$ cat config.mk
export PLATFORM = sky130hd
export DESIGN_NAME = tile_config_mem_sync
export DESIGN_NICKNAME = d
export VERILOG_FILES = /design/src/rtl/tile_config_mem_sync.sv
export SDC_FILE = /design/constraint.sdc
export NUM_CORES = 2
export LEC_CHECK = 0
export ABC_AREA = 1
export BUFFER_PORTS_ARGS = -buffer_cell sky130_fd_sc_hd__clkbuf_2
export CORE_AREA = 2 2 543 545
export CTS_CLUSTER_DIAMETER = 60
export DETAILED_ROUTE_END_ITERATION = 8
export DIE_AREA = 0 0 545 547
export PLACE_DENSITY_LB_ADDON = 0.08
export SYNTH_ARGS = -nofsm -noshare
export SYNTH_HDL_FRONTEND = slang
export SYNTH_SLANG_ARGS = --single-unit
$ cat constraint.sdc
create_clock -name CLK -period 3 [get_ports CLK]
set_clock_uncertainty 0.2 [all_clocks]
set_input_delay 0.3 -clock CLK [delete_from_list [all_inputs] [get_ports CLK]]
set_output_delay 0.3 -clock CLK [all_outputs]
set_load 0.01 [all_outputs]
$ cat src/rtl/tile_config_mem_sync.sv
// Double-buffered tile configuration memory: frames are written into a shadow store on
// strobe rising edges, and a Commit pulse copies the whole shadow image to the active store.
module tile_config_mem_sync #(
  parameter int unsigned MaxFramesPerCol = 20,
  parameter int unsigned FrameBitsPerRow = 32,
  parameter int unsigned NoConfigBits    = 640,
  parameter int unsigned RbIdxW          = $clog2(MaxFramesPerCol),
  localparam int unsigned NumFrames      = (NoConfigBits + FrameBitsPerRow - 1) / FrameBitsPerRow
) (
  input  logic                       CLK,
  input  logic                       resetn,
  input  logic [FrameBitsPerRow-1:0] FrameData,
  input  logic [MaxFramesPerCol-1:0] FrameStrobe,
  input  logic                       Commit,
  input  logic                       ClearErr,
  input  logic                       RbReq,
  input  logic [RbIdxW-1:0]          RbFrame,
  input  logic                       RbSel,
  output logic [NoConfigBits-1:0]    ConfigBits,
  output logic [NoConfigBits-1:0]    ConfigBits_N,
  output logic [NumFrames-1:0]       LoadedMask,
  output logic                       AllLoaded,
  output logic                       StrobeErr,
  output logic                       RbValid,
  output logic [FrameBitsPerRow-1:0] RbData
);

  logic [NumFrames-1:0]       r_strb;
  logic [NoConfigBits-1:0]    r_shadow;
  logic [NoConfigBits-1:0]    r_active;
  logic [NumFrames-1:0]       r_loaded;
  logic                       r_err;
  logic                       r_rb_valid;
  logic [FrameBitsPerRow-1:0] r_rb_data;

  logic [NumFrames-1:0]       w_rise;
  logic                       w_multi;
  logic [NumFrames-1:0]       w_wr_sel;
  logic [NoConfigBits-1:0]    w_shadow_d;
  logic [FrameBitsPerRow-1:0] w_sh_frm [NumFrames];
  logic [FrameBitsPerRow-1:0] w_ac_frm [NumFrames];
  logic [FrameBitsPerRow-1:0] w_rb_data;

  // Only strobe lines that map to a real frame take part in edge detection.
  assign w_rise   = FrameStrobe[NumFrames-1:0] & ~r_strb;
  assign w_multi  = |(w_rise & (w_rise - NumFrames'(1)));
  assign w_wr_sel = w_multi ? '0 : w_rise;

  for (genvar i = 0; i < NoConfigBits; i++) begin : g_bit
    localparam int unsigned F = i / FrameBitsPerRow;
    localparam int unsigned B = i % FrameBitsPerRow;
    assign w_shadow_d[i] = w_wr_sel[F] ? FrameData[B] : r_shadow[i];
  end

  // Frame-shaped views of both stores; bits past NoConfigBits read as zero.
  for (genvar f = 0; f < NumFrames; f++) begin : g_frm
    for (genvar b = 0; b < FrameBitsPerRow; b++) begin : g_frm_bit
      localparam int unsigned Idx = f * FrameBitsPerRow + b;
      if (Idx < NoConfigBits) begin : g_real
        assign w_sh_frm[f][b] = r_shadow[Idx];
        assign w_ac_frm[f][b] = r_active[Idx];
      end else begin : g_pad
        assign w_sh_frm[f][b] = 1'b0;
        assign w_ac_frm[f][b] = 1'b0;
      end
    end
  end

  always_comb begin
    w_rb_data = '0;
    for (int f = 0; f < NumFrames; f++) begin
      if (RbFrame == RbIdxW'(f)) begin
        w_rb_data = RbSel ? w_ac_frm[f] : w_sh_frm[f];
      end
    end
  end

  always_ff @(posedge CLK or negedge resetn) begin
    if (!resetn) begin
      r_strb     <= '0;
      r_shadow   <= '0;
      r_active   <= '0;
      r_loaded   <= '0;
      r_err      <= 1'b0;
      r_rb_valid <= 1'b0;
      r_rb_data  <= '0;
    end else begin
      r_strb   <= FrameStrobe[NumFrames-1:0];
      r_shadow <= w_shadow_d;
      // Active takes the pre-edge shadow, so a same-cycle write lands in shadow only.
      if (Commit) begin
        r_active <= r_shadow;
      end
      r_loaded <= Commit ? w_wr_sel : (r_loaded | w_wr_sel);
      if (w_multi) begin
        r_err <= 1'b1;
      end else if (ClearErr) begin
        r_err <= 1'b0;
      end
      r_rb_valid <= RbReq;
      if (RbReq) begin
        r_rb_data <= w_rb_data;
      end
    end
  end

  assign ConfigBits   = r_active;
  assign ConfigBits_N = ~r_active;
  assign LoadedMask   = r_loaded;
  assign AllLoaded    = &r_loaded;
  assign StrobeErr    = r_err;
  assign RbValid      = r_rb_valid;
  assign RbData       = r_rb_data;

endmodule

======== Yosys cells after proc, flatten, opt, wreduce, memory -nomap -nowiden ========
Cells that the tools add are included.
word-level totals
  bits in registers ....................... 1354
  input port bits ......................... 63
  logic and storage cells ................. 99
operators by class
  add/sub/neg operators ................... 1
  eq/ne operators ......................... 19
  mux-type cells .......................... 44
  bitwise logic cells ..................... 5
  reduce and logical (&&, ||, !) cells .... 4
operators by type and width
  cell                                                                    count
  32-bit two-way mux                                                      40
  640-bit NOT                                                             1
  20-bit AND                                                              2
  5-bit by 4-bit equality test with 1-bit output (second input constant)  8
  20-bit two-way mux                                                      2
  5-bit by 3-bit equality test with 1-bit output (second input constant)  4
  5-bit equality test (second input constant)                             4
  20-bit NOT                                                              1
  20-bit bitwise OR                                                       1
  20-bit AND reduction                                                    1
  20-bit OR reduction                                                     1
  20-bit by 1-bit subtractor with 20-bit output (second input constant)   1
  5-bit by 2-bit equality test with 1-bit output (second input constant)  2
  5-bit by 1-bit equality test with 1-bit output (second input constant)  1
  5-bit zero test                                                         1
  1-bit two-way mux                                                       2
  2-bit nonzero test                                                      1

======== Logic depth before layout (Yosys ltp) ========
  depth in word-level cells ............... 21
  depth in mapped cells ................... 19
  depth with buffers taken out ............ 18

======== Worst setup path before layout ========
OpenSTA, ideal clock, no wires.
  kind .................................... register -> register
  start ................................... register r_strb[0]
  end ..................................... register r_shadow[494]
  setup time .............................. 132 ps
  arrival ................................. 2128 ps
  setup slack ............................. 540 ps
  cell stages (with the launch flop) ...... 17
  path buffers ............................ 3
  cells stage by stage .................... dfrtp_1 inv_2 nand2_4 nand2_2 nor2_1 nand2_1 nor2_2 nand2_1 o21ai_0 nand4_1 nor4_4 buf_6 nand2_1 buf_2 buf_2 nand2_1 o21ai_1
between the ends
  word-level cells in the longest chain between the ends .. 6
RTL lines
  what                                           line  source
  start, declared                                28    logic [NumFrames-1:0] r_strb;
  start signal, assigned                         88    r_strb <= FrameStrobe[NumFrames-1:0];
  20-bit NOT *                                   45    assign w_rise = FrameStrobe[NumFrames-1:0] & ~r_strb;
  20-bit AND *                                   45
  20-bit by 1-bit subtractor with 20-bit output  46    assign w_multi = |(w_rise & (w_rise - NumFrames'(1)));
  20-bit AND *                                   46
  20-bit OR reduction *                          46
  20-bit two-way mux *                           47    assign w_wr_sel = w_multi ? '0 : w_rise;
  end signal, assigned                           89    r_shadow <= w_shadow_d;
  end, declared                                  29    logic [NoConfigBits-1:0] r_shadow;
Mark *: on every way between the ends. The rest lies on a longest branch, timed or not.
A chain may end at the register's enable or synchronous reset.

======== Worst setup path in the final report ========
  start ................................... register r_strb[1]
  end ..................................... register r_shadow[527]
The elaborated chain is that of the path after synthesis.

==> flow_summary.json <==
{
  "outcome": "finished, violations left",
  "violations": "negative setup slack",
  "io_buffers": 1397,
  "die_y_um": 547,
  "yosys_warnings": 0,
  "synth.top_cell.area_share_pct": 54.5,
  "layoutNonFillerInstCount": 13300,
  "finalCritPeriodShare_pct": 104,
  "p_leak_nw": 40.7,
  "n_fill_cell": 32000,
  "synthCells": 7676,
  "peakVddDrop_uv": 390,
  "rows": 199,
  "crit_family": "simple AND/OR/NAND/NOR gates",
  "cp.depth": 18,
  "htree_num_levels": 4,
  "cts_buffers": 185,
  "drc_errors": 0,
  "grt_max_degree": 128,
  "die_w_um": 545,
  "clkPwrFrac_pct": 41.6,
  "crit_type": "flop to flop",
  "synth_ff_type": "dfrtp_1",
  "hold_slack_ns": 0.0531,
  "grt_overflow": 0,
  "critical_path.cell_chain": "inv_2 > nand2_4 > buf_6 > nand2_4 > nor3_4 > nand3_2 > nor2_1 > nor2_1 > a21oi_1 > nand4_1 > nor4_4 > buf_4 > buf_6 > buf_12 > nand2_8 > clkbuf_16 > nand2_2 > o21ai_1",
  "grt_usage_pct": 24.1,
  "cp_num_buf_inv": 6,
  "synth_commonest_cells": "2456 x nand2_1, 1354 x dfrtp_1, 923 x inv_1",
  "synthTopCellsByArea": "dfrtp_1 54%, nand2_1 15%, o21ai_0 7.0%",
  "p_total_w": 0.0542,
  "reg2regPathDepth": 18,
  "antenna_found_initial": 14,
  "initial_core_util_pct": 21.3,
  "io-pin-count": 1398,
  "worstMarginPinSlew_ns": 1.04,
  "synth_area_um2": 62200,
  "switching_share_pct": 32.9,
  "maxSlewViolCount": 0,
  "place.gp.congestion": 0.894,
  "area_growth_pct": 37.5,
  "grt_pass1_vias": 60700,
  "clk_pin_slew_ns": 0.06,
  "vias_per_cell": 4.69,
  "p_sw_w": 0.0178,
  "die_area_um2": 298000,
  "finalCriticalPeriod_ns": 3.13,
  "cap_viol_max_count": 0,
  "ant_nets": 0,
  "power_frac_seq_pct": 41.1,
  "clock_sinks": 1354,
  "critPathArrivalTime_ns": 3.59,
  "min_path_type": "input pin to asynchronous set/reset pin",
  "drive_gt1_share_pct": 26.1,
  "firstDrtPassIters": 6,
  "worst_slack_ns": -0.127,
  "synth_edf_count": 0,
  "max_freq_mhz": 320,
  "drt-total-wl_um": 387000,
  "synthArstFlopShare_pct": 100,
  "synth_top_cell_by_area": "dfrtp_1",
  "synth_most_common_cell": "nand2_1",
  "hold_viol": 0,
  "cp_max_fo": 8,
  "power_density_nw_per_um2": 634,
  "yosysSeqAreaShare_pct": 54.5,
  "maxSlewHeadroom_pct": 30.4,
  "dpl.hpwl_um": 278000,
  "clk_latency_ns": 0.87,
  "clockBufferDepth": 4,
  "internal_power_w": 0.0364,
  "core_um2": 293000,
  "synth_fp_nets": 7739,
  "rsz0062_at_grt": "true",
  "post_drt_wl_per_cell_um": 29.1,
  "ys_types": 31,
  "vias": 62400,
  "nNetsFinal": 9315,
  "dr.first_iter.drc_count": 6136,
  "critical_path_required_ns": 3.46,
  "comb_power_share_pct": 17.3,
  "cp-start-kind": "flop",
  "slowest_stage": "dfrtp_1",
  "syn_area_per_cell_um2": 8.10,
  "grt_pass1_wl_um": 508000,
  "root_buffer": "clkbuf_16",
  "placedCellCount": 12800,
  "yosys_register_bits": 1354,
  "worst_path_largest_cell_delay_ns": 0.34,
  "setup_viol": 269,
  "cts_tree": "yes",
  "worstSetupEndpointType": "flop"
}
## tightest hold or removal path, stage by stage
cell	delay, ns
dlygate4sd3_1	0.58
buf_12	0.34
buf_12	0.25
## final cells by class
type | instances | area (um^2) | share of cell area (%)
clock inverters | 63 | 751 | 0.877
inverters | 928 | 3490 | 4.08
diodes | 9 | 22.5 | 0.0263
well taps | 3919 | 4900 | 5.73
flip-flops and latches | 1354 | 33900 | 39.6
repair buffers | 1963 | 13800 | 16.1
multi-input cells | 4820 | 23500 | 27.4
clock buffers | 258 | 5300 | 6.19
## flip-flops by register name, summed over array words and instances, names as in the netlist
signal and flops:
RbData 32, StrobeErr 1, r_shadow 640, RbValid 1, LoadedMask 20, ConfigBits 640
r_strb 20
## power groups by stage
stage | sequential (W) | clock [W] | combinational, W
floorplan | 0.0218 | 0 | 0.00350
global placement | 0.0225 | 0 | 0.00917
detailed placement | 0.0224 | 0 | 0.00919
CTS | 0.0222 | 0.0231 | 0.00935
global route | 0.0224 | 0.0239 | 0.0102
finish | 0.0223 | 0.0226 | 0.00938
## per-layer routing
layer	wire length [um]	part of all wire (%)	global-route usage, %	vias to the layer above
met2	176000	46	37.4	2528
met1	173000	45	34.2	31600
li1	-	-	-	27900
met4	13900	3.6	7.80	0
met3	23400	6.0	3.50	427
met5	0	0	0	-
## final timing paths
| check | startpoint | endpoint | slack [ns] |
|---|---|---|---|
| min in group CLK | FrameData[29] | r_shadow[285]$_DFFE_PN0P_ | 0.05 |
| worst min-delay path | resetn | ConfigBits[514]$_DFFE_PN0P_ | 0.05 |
| max in group asynchronous | resetn | ConfigBits[289]$_DFFE_PN0P_ | 1.68 |
| worst max register to register | r_strb[1]$_DFF_PN0_ | r_shadow[527]$_DFFE_PN0P_ | -0.13 |
| worst max-delay path | r_strb[1]$_DFF_PN0_ | r_shadow[527]$_DFFE_PN0P_ | -0.13 |
| worst min register to register | r_shadow[277]$_DFFE_PN0P_ | ConfigBits[277]$_DFFE_PN0P_ | 0.27 |
## layout by cell type (no fill, tap or decap), drive strengths merged, types with 9 or more instances in the layout
cell type and n:
and2 30, dfrtp 1354, nand3 74, inv 936
nor2 204, o21ai 1405, o211ai 448, clkbuf 1686
nand4 129, dlygate4sd3 76, bufinv 13, nand2 2468
buf 459, diode 9, a21oi 41, clkinv 38
## repair_timing
| item | 4_1_cts | 5_1_grt |
|---|---|---|
| gates resized for setup | 59 | 292 |
| endpoints found under the hold margin | 1818 | 0 |
| gates cloned | 10 | 44 |
| hold buffers | 77 | 0 |
| buffers inserted | 6 | 6 |
| endpoints found under the setup margin | 455 | 674 |
| pin swaps | 3 | 11 |
## logic make-up (layout without fill, tap and decap cells)
group,Yosys count,in the layout,share of synthesized area (%)
AND/OR/NAND/NOR,2919,2920,18.5
flip-flops,1354,1354,54.5
AO/OA/AOI/OAI,1900,1900,17.2
buffers and inverters,1503,3212,9.76
other,0,9,0
## through the flow
stage               instance area (um^2)  TNS (ns)  setup WS [ns]  utilization (%)
detailed placement                 76200    -78.98         -0.525             26.0
global route                       85600    -81.66         -0.244             29.2
global placement                   76200    -77.76         -0.537             26.0
floorplan                          62200         0          0.540                -
finish                             85600    -11.08         -0.127             29.2
CTS                                83500    -0.872        -0.0565             28.6
(Power assumes the default switching activity.)
